**config.mk**
```make
export PLATFORM = sky130hd
export DESIGN_NAME = writeback_unit
export DESIGN_NICKNAME = d
export VERILOG_FILES = /design/src/rtl/wb_pkg.sv /design/src/rtl/wb_fifo.sv /design/src/rtl/writeback_unit.sv
export SDC_FILE = /design/constraint.sdc
export NUM_CORES = 1
export LEC_CHECK = 0
export CORE_AREA = 2 2 149 151
export CTS_CLUSTER_DIAMETER = 150
export DETAILED_ROUTE_END_ITERATION = 8
export DIE_AREA = 0 0 151 153
export HOLD_SLACK_MARGIN = 0.06
export PLACE_DENSITY = 0.67
export SYNTH_ARGS = -nofsm -noshare
export SYNTH_HDL_FRONTEND = slang
export SYNTH_SLANG_ARGS = --single-unit
export TNS_END_PERCENT = 30
```
**constraint.sdc**
```tcl
create_clock -name clock -period 5.3 [get_ports clock]
set_input_delay 1.06 -clock clock [delete_from_list [all_inputs] [get_ports clock]]
set_output_delay 1.06 -clock clock [all_outputs]
set_load 0.05 [all_outputs]
```
**src/rtl/wb_pkg.sv**
```systemverilog
// Shared types and widths for the writeback unit and its long-result FIFO.
package wb_pkg;

  localparam int DATA_WIDTH     = 32;
  localparam int REG_ADDR_WIDTH = 5;
  localparam int NUM_REGS       = 1 << REG_ADDR_WIDTH;

  typedef struct packed {
    logic [REG_ADDR_WIDTH-1:0] rd;
    logic [DATA_WIDTH-1:0]     data;
    logic                      isLong;
  } wb_entry_t;

  typedef enum logic [1:0] {
    WB_NONE,
    WB_ALU,
    WB_LONG
  } wb_src_e;

endpackage

```
**src/rtl/wb_fifo.sv**
```systemverilog
// Synchronous FIFO of writeback entries; DEPTH must be a power of two >= 2.
module wb_fifo
  import wb_pkg::*;
#(
  parameter int DEPTH = 4
) (
  input  logic      clock,
  input  logic      reset,
  input  logic      push_i,
  input  wb_entry_t push_entry_i,
  input  logic      pop_i,
  output wb_entry_t head_o,
  output logic      full_o,
  output logic      empty_o
);

  localparam int PW = $clog2(DEPTH);

  logic [PW-1:0] wr_ptr_q, wr_ptr_d;
  logic [PW-1:0] rd_ptr_q, rd_ptr_d;
  logic [PW:0]   count_q, count_d;
  wb_entry_t     mem_q [DEPTH];

  logic do_push;
  logic do_pop;

  assign full_o  = (count_q == (PW+1)'(DEPTH));
  assign empty_o = (count_q == '0);
  assign head_o  = mem_q[rd_ptr_q];

  // A push while full is only legal when the head leaves in the same cycle.
  assign do_pop  = pop_i && !empty_o;
  assign do_push = push_i && (!full_o || do_pop);

  always_comb begin
    wr_ptr_d = wr_ptr_q;
    rd_ptr_d = rd_ptr_q;
    count_d  = count_q;
    if (do_push) wr_ptr_d = wr_ptr_q + PW'(1);
    if (do_pop)  rd_ptr_d = rd_ptr_q + PW'(1);
    case ({do_push, do_pop})
      2'b10:   count_d = count_q + (PW+1)'(1);
      2'b01:   count_d = count_q - (PW+1)'(1);
      default: count_d = count_q;
    endcase
  end

  always_ff @(posedge clock) begin
    if (reset) begin
      wr_ptr_q <= '0;
      rd_ptr_q <= '0;
      count_q  <= '0;
    end else begin
      wr_ptr_q <= wr_ptr_d;
      rd_ptr_q <= rd_ptr_d;
      count_q  <= count_d;
    end
  end

  always_ff @(posedge clock) begin
    if (do_push) mem_q[wr_ptr_q] <= push_entry_i;
  end

endmodule

```
**src/rtl/writeback_unit.sv**
```systemverilog
// Register-file write port: merges ALU and buffered long-unit results, tracks pending long destinations.
// Optional macro WB_BYPASS_EN lets a long result skip the empty FIFO straight into the output register.
module writeback_unit #(
  parameter int DATA_WIDTH      = wb_pkg::DATA_WIDTH,
  parameter int REG_ADDR_WIDTH  = wb_pkg::REG_ADDR_WIDTH,
  parameter int LONG_FIFO_DEPTH = 4
) (
  input  logic                      clock,
  input  logic                      reset,
  input  logic                      aluValid,
  input  logic [REG_ADDR_WIDTH-1:0] aluRd,
  input  logic [DATA_WIDTH-1:0]     aluData,
  input  logic                      longValid,
  input  logic [REG_ADDR_WIDTH-1:0] longRd,
  input  logic [DATA_WIDTH-1:0]     longData,
  output logic                      longReady,
  input  logic                      issueLongValid,
  input  logic [REG_ADDR_WIDTH-1:0] issueLongRd,
  input  logic [REG_ADDR_WIDTH-1:0] queryRs1,
  input  logic [REG_ADDR_WIDTH-1:0] queryRs2,
  output logic                      busyRs1,
  output logic                      busyRs2,
  output logic [REG_ADDR_WIDTH-1:0] rd,
  output logic [DATA_WIDTH-1:0]     writeData,
  output logic                      registerWrite
);
  import wb_pkg::*;

  localparam int NREGS = 1 << REG_ADDR_WIDTH;

  wb_entry_t  fifo_head;
  wb_entry_t  long_entry;
  logic       fifo_full;
  logic       fifo_empty;
  logic       fifo_push;
  logic       fifo_pop;
  logic       bypass;

  wb_src_e    sel;
  wb_entry_t  out_q, out_d;
  logic       wr_q, wr_d;
  logic [NREGS-1:0] pending_q, pending_d;

  assign long_entry = '{rd: longRd, data: longData, isLong: 1'b1};

`ifdef WB_BYPASS_EN
  assign bypass    = !aluValid && fifo_empty && longValid;
  // When full but the ALU is idle, the head is popped this cycle so one slot frees up.
  assign longReady = !reset && (!fifo_full || !aluValid);
`else
  assign bypass    = 1'b0;
  assign longReady = !reset && !fifo_full;
`endif

  // Handshake: a long result transfers on a rising edge where longValid && longReady.
  assign fifo_push = longValid && longReady && !bypass;
  assign fifo_pop  = !aluValid && !fifo_empty;

  wb_fifo #(
    .DEPTH(LONG_FIFO_DEPTH)
  ) u_fifo (
    .clock       (clock),
    .reset       (reset),
    .push_i      (fifo_push),
    .push_entry_i(long_entry),
    .pop_i       (fifo_pop),
    .head_o      (fifo_head),
    .full_o      (fifo_full),
    .empty_o     (fifo_empty)
  );

  always_comb begin
    sel   = WB_NONE;
    out_d = out_q;
    if (aluValid) begin
      sel   = WB_ALU;
      out_d = '{rd: aluRd, data: aluData, isLong: 1'b0};
    end else if (fifo_pop) begin
      sel   = WB_LONG;
      out_d = fifo_head;
    end else if (bypass) begin
      sel   = WB_LONG;
      out_d = long_entry;
    end
    // x0 destinations are consumed without writing.
    wr_d = (sel != WB_NONE) && (out_d.rd != '0);
  end

  always_ff @(posedge clock) begin
    if (reset) begin
      out_q <= '0;
      wr_q  <= 1'b0;
    end else begin
      out_q <= out_d;
      wr_q  <= wr_d;
    end
  end

  assign rd            = out_q.rd;
  assign writeData     = out_q.data;
  assign registerWrite = wr_q;

  // Clear on the edge the register file captures the long result; a new issue wins over a clear.
  always_comb begin
    pending_d = pending_q;
    if (wr_q && out_q.isLong) pending_d[out_q.rd] = 1'b0;
    if (issueLongValid && (issueLongRd != '0)) pending_d[issueLongRd] = 1'b1;
    pending_d[0] = 1'b0;
  end

  always_ff @(posedge clock) begin
    if (reset) pending_q <= '0;
    else       pending_q <= pending_d;
  end

  assign busyRs1 = (queryRs1 != '0) && pending_q[queryRs1];
  assign busyRs2 = (queryRs2 != '0) && pending_q[queryRs2];

`ifndef SYNTHESIS
  always_ff @(posedge clock) begin
    if (!reset) begin
      if (issueLongValid && (issueLongRd != '0))
        assert (!pending_q[issueLongRd])
          else $error("writeback_unit: long issue to already pending rd %0d", issueLongRd);
      if (aluValid && (aluRd != '0))
        assert (!pending_q[aluRd])
          else $error("writeback_unit: ALU write to pending rd %0d", aluRd);
    end
  end
`endif

endmodule

```
### Word level (Yosys, flattened, before mapping)

Memory sizes are Yosys's and may differ from the RTL's. A register that Yosys moved wholly into a read port is not among the register bits.
Cells that the tools add are included.

| cells by class | value |
|---|---|
| $add $sub $neg | 4 |
| magnitude comparators | 6 |
| equality and inequality tests | 3 |
| multiplexer cells | 19 |
| bitwise operators | 3 |
| reduce and logical (&&, ||, !) cells | 26 |

Operators by type and width:

| operator | number |
|---|---|
| $mux 38 | 2 |
| $mux 32 | 2 |
| $and 32x32->32 | 1 |
| $not 32->32 | 1 |
| $or 32x32->32 | 1 |
| $lt 5x6->1 const B | 4 |
| $reduce_bool 5->1 | 4 |
| $logic_and 1x1->1 | 12 |
| $bmux 1 s5 | 2 |
| $demux 1 s5 | 2 |
| $ge 5x1->1 const B | 2 |
| $mux 2 | 4 |
| $mux 1 | 6 |
| $pmux 3 s2 | 1 |
| $reduce_bool 2->1 | 3 |
| $add 2x1->2 const B | 2 |
| $logic_not 1->1 | 4 |
| $add 3x1->3 const B | 1 |
| $eq 3x3->1 const B | 1 |
| $logic_not 3->1 | 1 |
| $sub 3x1->3 const B | 1 |
| $eq 2x1->1 const B | 1 |
| $eq 2x2->1 const B | 1 |
| $reduce_or 2->1 | 1 |
| $logic_or 1x1->1 | 1 |

| storage, ports and cells | value |
|---|---|
| flip-flop bits (word level) | 78 |
| memory bits (writable) | 148 |
| output and inout bits | 41 |
| memories kept | 1 |

Memories:

| memory | depth | bits a word | read ports | clocked after Yosys merged registers in | wr ports | RTL line | source |
|---|---|---|---|---|---|---|---|
| u_fifo.mem_q | 4 | 37 | 1 | 1 | 1 | wb_fifo.sv:22 | `wb_entry_t mem_q [DEPTH];` |

### Depth between registers and ports, before layout

| logic depth | value |
|---|---|
| word-level depth | 9 |
| gate-level depth with buffers | 10 |
| depth with buffers taken out | 10 |

### Cells and area by module

From an unflattened synthesis, not the netlist that was laid out.

| second synthesis, totals | value |
|---|---|
| cell total of the unflattened synthesis | 715 |
| area, all modules | 9864.5 sq um |

Modules (own cells, without submodules):

| module | times used | cells each | area an instance (sq um) | seq. area each (sq um) |
|---|---|---|---|---|
| wb_fifo | 1 | 252 | 5983.2 | 4744.6 |
| writeback_unit | 1 | 463 | 3881.2 | 1401.3 |

### Least setup slack after synthesis

OpenSTA, ideal clock, no wires.

| path | value |
|---|---|
| path kind | input to register |
| start point | in reset |
| end point | mem u_fifo.mem_q[0][0] (netlist bit) (enable) |
| setup time | 0.398 ns |
| data arrival time | 3.241 ns |
| data required time | 4.902 ns |
| setup slack | 1.661 ns |
| stages on the path | 3 |
| buffers on the path | 1 |
| cells stage by stage | clkbuf_1 a31oi_1 and3_1 |

| between the ends | value |
|---|---|
| longest elaborated chain between the ends | 6 |

Ends and longest elaborated chain:

| what | RTL line | source |
|---|---|---|
| start, declared | writeback_unit.sv:9 | `input logic reset,` |
| $logic_not 1->1 | writeback_unit.sv:52 | `assign longReady = !reset && !fifo_full;` |
| $logic_and 1x1->1 | writeback_unit.sv:52 |  |
| net longReady | writeback_unit.sv:16 | `output logic longReady,` |
| $logic_and 1x1->1 | writeback_unit.sv:56 | `assign fifo_push = longValid && longReady && !bypass;` |
| $logic_and 1x1->1 | wb_fifo.sv:33 | `assign do_push = push_i && (!full_o \|\| do_pop);` |
| $mux 1 | wb_fifo.sv:61 | `if (do_push) mem_q[wr_ptr_q] <= push_entry_i;` |
| $mux 1 (implied by the code) | wb_fifo.sv:61 |  |
| end, declared | wb_fifo.sv:22 |  |

The timed path passes the listed nets, and every way through them passes these cells.

### Final worst setup path

| path | value |
|---|---|
| start point | in queryRs1[0] |
| end point | out busyRs1 |

| between the ends | value |
|---|---|
| longest elaborated chain between the ends | 3 |
| elaborated cells between the ends (all ways) | 4 |
| those cells by class | 2 x mux; 2 x reduce/logical |

Ends and longest elaborated chain:

| what | RTL line | source |
|---|---|---|
| start, declared | writeback_unit.sv:19 | `input logic [REG_ADDR_WIDTH-1:0] queryRs1,` |
| $bmux 1 s5 | writeback_unit.sv:116 | `assign busyRs1 = (queryRs1 != '0) && pending_q[queryRs1];` |
| $mux 1 (implied by the code) | writeback_unit.sv:116 |  |
| $logic_and 1x1->1 (*) | writeback_unit.sv:116 |  |
| end, declared | writeback_unit.sv:21 | `output logic busyRs1,` |

Every way passes the cells marked *; elsewhere a longest branch is shown, timed or not. The select of a mux whose other input is x is not followed.

==> results <==
- Yosys attributes the largest share of cell area to sky130_fd_sc_hd__edfxtp_1 (46%), sky130_fd_sc_hd__dfxtp_1 (17%), sky130_fd_sc_hd__mux4_2 (9.2%).
- Derived from the worst setup path, the maximum achievable clock frequency is 0.207 GHz.
- Of all nets on the critical path, the largest fanout is 8.
- The die is 151 um wide.
- Setup violations remaining at the end of the flow were counted as 0.
- Yosys mapped a number of flops with a built-in enable equal to 148.
- The max-cap violation count is 0.
- The cell leakage power is 3.91 nW.
- Port buffering added 134 buffers.
- The worst pin sits at a relative slew slack of 27.3%.
- The clock sink count is 227.
- Synthesis produced 731 cells.
- The initial antenna violation count came to 2.
- The sort of element at the end of the critical path is an output pin.
- The area growth from synthesis to layout is 21.7%.
- The total setup buffers inserted after CTS is 0.
- The placed instance area is 10,800 um^2.
- The required time of the critical path is 4240 ps.
- For this run, the post-layout net count is 917.
- The standard-cell row count is 54.
- The actual transition at the worst max-transition pin is 1090 ps.
- Entering global routing, the biggest net connects 79 pins.
- For this block, the via count after detailed routing is 5,935.
- The max-slew violation count is 0.
- The clock latency at the later pin of the worst-skew pair is 510 ps.
- The initial standard-cell utilization of the core is 44.5%.
- IR analysis of the VDD net gives a maximum drop of 0.265 mV.
- In this run the remaining antenna-violating nets after routing total 0.
- Measured along the y axis, the die boundary spans 153 um.
- With fillers left out, the area of the finished cells amounts to 11,600 um^2.
- The number of DRC markers in iteration 0 is 357.
- The hold violation total from the final report is 0.
- The sequential element share of the synthesized area is 63.0%.
- The count of yosys warnings during synthesis is 0.
- The total power after layout is 0.00510 W.
- The number of global-route vias before repair is 6,087.
- The most used flip-flop cell after synthesis is sky130_fd_sc_hd__edfxtp_1.
- The share of final-layout standard cells stronger than drive strength 1 is 11.5%.
- The number of iterations in the first detailed-routing pass is 5.
- Sorting the synthesized cells by how often they occur yields sky130_fd_sc_hd__edfxtp_1 (148), sky130_fd_sc_hd__nand2_1 (113), sky130_fd_sc_hd__a21oi_1 (111).
- CTS built an H-tree with a depth of 1.
- Data arrives at the worst endpoint at 3780 ps.
- The number of different library cells in the post-synthesis netlist is 36.
- Wires add up to 20.9 mm.
- The per-cell routed wire length is 18.7 um.
- TritonCTS built the clock tree.
- Synthesis inferred 227 register bits.
- Clock-pin slew was measured on the worst setup and hold paths at 60 ps.
- The die covers 23,100 um^2.
- For the final routed database, the setup TNS stands at 0 ps.
- The net count after synthesis is 831.
- The total grt overflow is 0.
- The clock tree skew after final layout is 11.5 ps.
- The startpoint type of the worst setup path is an input pin.
- The number of clock buffers inserted by TritonCTS is 24.
- The library cell used as clock root buffer is sky130_fd_sc_hd__clkbuf_16.
- The post-layout instance count excluding filler cells is 1,116.
- In the global route stage, overall resource usage came out at 18.5%.
- Among all cell types in the netlist, the one instantiated most often is sky130_fd_sc_hd__edfxtp_1.
- The worst hold path belongs to the class flop to flop.
- The number of vias per cell after detailed routing is 5.32.
- In the routed design, unresolved DRC markers number 0.
- The run finished with clean final reports.
- Routability-driven placement finished with a final weighted congestion of 0.853.
- The share of synthesized area in the top cell type comes to 46.5%.
- The power per cell area is 438 nW/um^2.
- The wire length of the first global-routing pass is 33.1 mm.
- The final HPWL from detailed placement is 12.8 mm.
- The category of the most critical setup path is input pin to output pin.
- The post-CTS resize count is 0.
- A synthesized cell averages 13.1 um^2.
- Setup repair after global routing left no endpoint under its margin.
- The period utilization is 91.3%.
- The worst path needs 4840 ps of the cycle, external delays included.
- The count of filler cells inserted in the layout is 1,845.
- During I/O placement, the number of pins put on the boundary was 135.
- Counting along the longest clock path gives a buffer depth of 3.
- The total area inside the core boundary comes to 21,500 um^2.
- The proportion of synthesized flip-flops having asynchronous set or reset is 0%.
- The area of the mapped netlist is 9570 um^2.
- The number of placed instances, taps included, is 1,071.
- Summed over all instances, the cell type with the most area after synthesis is sky130_fd_sc_hd__edfxtp_1.
- The post-cts hold buffer count is 0.
-- stage by stage --
step	hold WS (ps)	setup slack (ps)	utilization, %
final	495	461	54.2
after global placement	476	519	50.4
after global routing	520	322	54.2
after floorplan	457	1660	-
after detailed placement	486	456	50.4
after CTS	494	452	54.2
-- cells by family (layout without fill, tap and decap cells) --
| family | Yosys count | count (layout) | share of synthesized area, % |
|---|---|---|---|
| flip-flops | 227 | 227 | 63.0 |
| AND/OR/NAND/NOR | 202 | 202 | 8.96 |
| AO/OA/AOI/OAI | 146 | 146 | 7.70 |
| buffers and inverters | 84 | 188 | 5.14 |
| multiplexers | 61 | 61 | 13.9 |
| adder cells (fa/ha/maj) | 6 | 6 | 0.863 |
| XOR/XNOR | 5 | 5 | 0.458 |
| other | 0 | 1 | 0 |
-- flip-flops by register name, indices dropped and copies added (netlist names), 2 cells and up, named ones only --
| signal | flops |
|---|---|
| u_fifo.rd_ptr_q | 2 |
| u_fifo.mem_q | 148 |
| writeData | 32 |
| pending_q | 31 |
| u_fifo.count_q | 3 |
| rd | 5 |
| u_fifo.wr_ptr_q | 2 |
-- critical path, cell delays in order --
cell and delay, ps:
sky130_fd_sc_hd__clkdlybuf4s50_1 770, sky130_fd_sc_hd__mux4_1 640, sky130_fd_sc_hd__mux4_2 470, sky130_fd_sc_hd__nor2_1 90, sky130_fd_sc_hd__a21oi_1 40, sky130_fd_sc_hd__clkdlybuf4s50_1 690
-- area by class of cell --
cell class | instances | area (um^2) | share of cell area (%)
Sequential cell | 227 | 6030 | 51.8
Multi-Input combinational cell | 420 | 3060 | 26.3
Timing Repair Buffer | 138 | 1360 | 11.7
Clock buffer | 36 | 749 | 6.44
Tap cell | 280 | 350 | 3.01
Clock inverter | 8 | 67.6 | 0.580
Inverter | 6 | 22.5 | 0.193
Antenna cell | 1 | 2.50 | 0.0215
-- layer usage --
metal	vias to the layer above	share of wire, %	global-route usage, %
li1	2833	-	-
met1	2902	43	24.0
met2	173	50	32.0
met3	27	6.2	3.97
met4	0	1.4	4.05
met5	-	0	0
-- where the power goes --
group	switching [W]	leakage [nW]	total, W	internal, W
combinational	0.000758	1.51	0.00127	0.000514
sequential	0.000128	1.99	0.00215	0.00202
clock	0.000656	0.411	0.00168	0.00103
-- placed cells by master (no fill, tap or decap), types with 6 or more instances in the layout --
cell                              synthesis  layout
sky130_fd_sc_hd__nand2_1                113     113
sky130_fd_sc_hd__inv_1                    6       6
sky130_fd_sc_hd__mux2i_1                  6       6
sky130_fd_sc_hd__mux4_1                  14      14
sky130_fd_sc_hd__a21oi_1                111     111
sky130_fd_sc_hd__mux4_2                  39      39
sky130_fd_sc_hd__nor2_1                  54      54
sky130_fd_sc_hd__clkdlybuf4s50_1          0     132
sky130_fd_sc_hd__nor2b_1                  8       8
sky130_fd_sc_hd__edfxtp_1               148     148
sky130_fd_sc_hd__dfxtp_1                 79      77
sky130_fd_sc_hd__clkbuf_8                 0       6
sky130_fd_sc_hd__o21ai_0                 32      32
sky130_fd_sc_hd__clkbuf_16                0      26
-- path summary, 6_finish.rpt --
path / from / to / slack, ps / cells past startpoint
worst min register to register: pending_q[27] / pending_q[27] / 500 / 2
worst min-delay path: pending_q[27] / pending_q[27] / 500 / 2
worst max register to register: flop / writeData[13] / 2900 / 6
worst max-delay path: queryRs1[0] / busyRs1 / 460 / 6
Note: power is estimated with default switching activity, not from simulation.
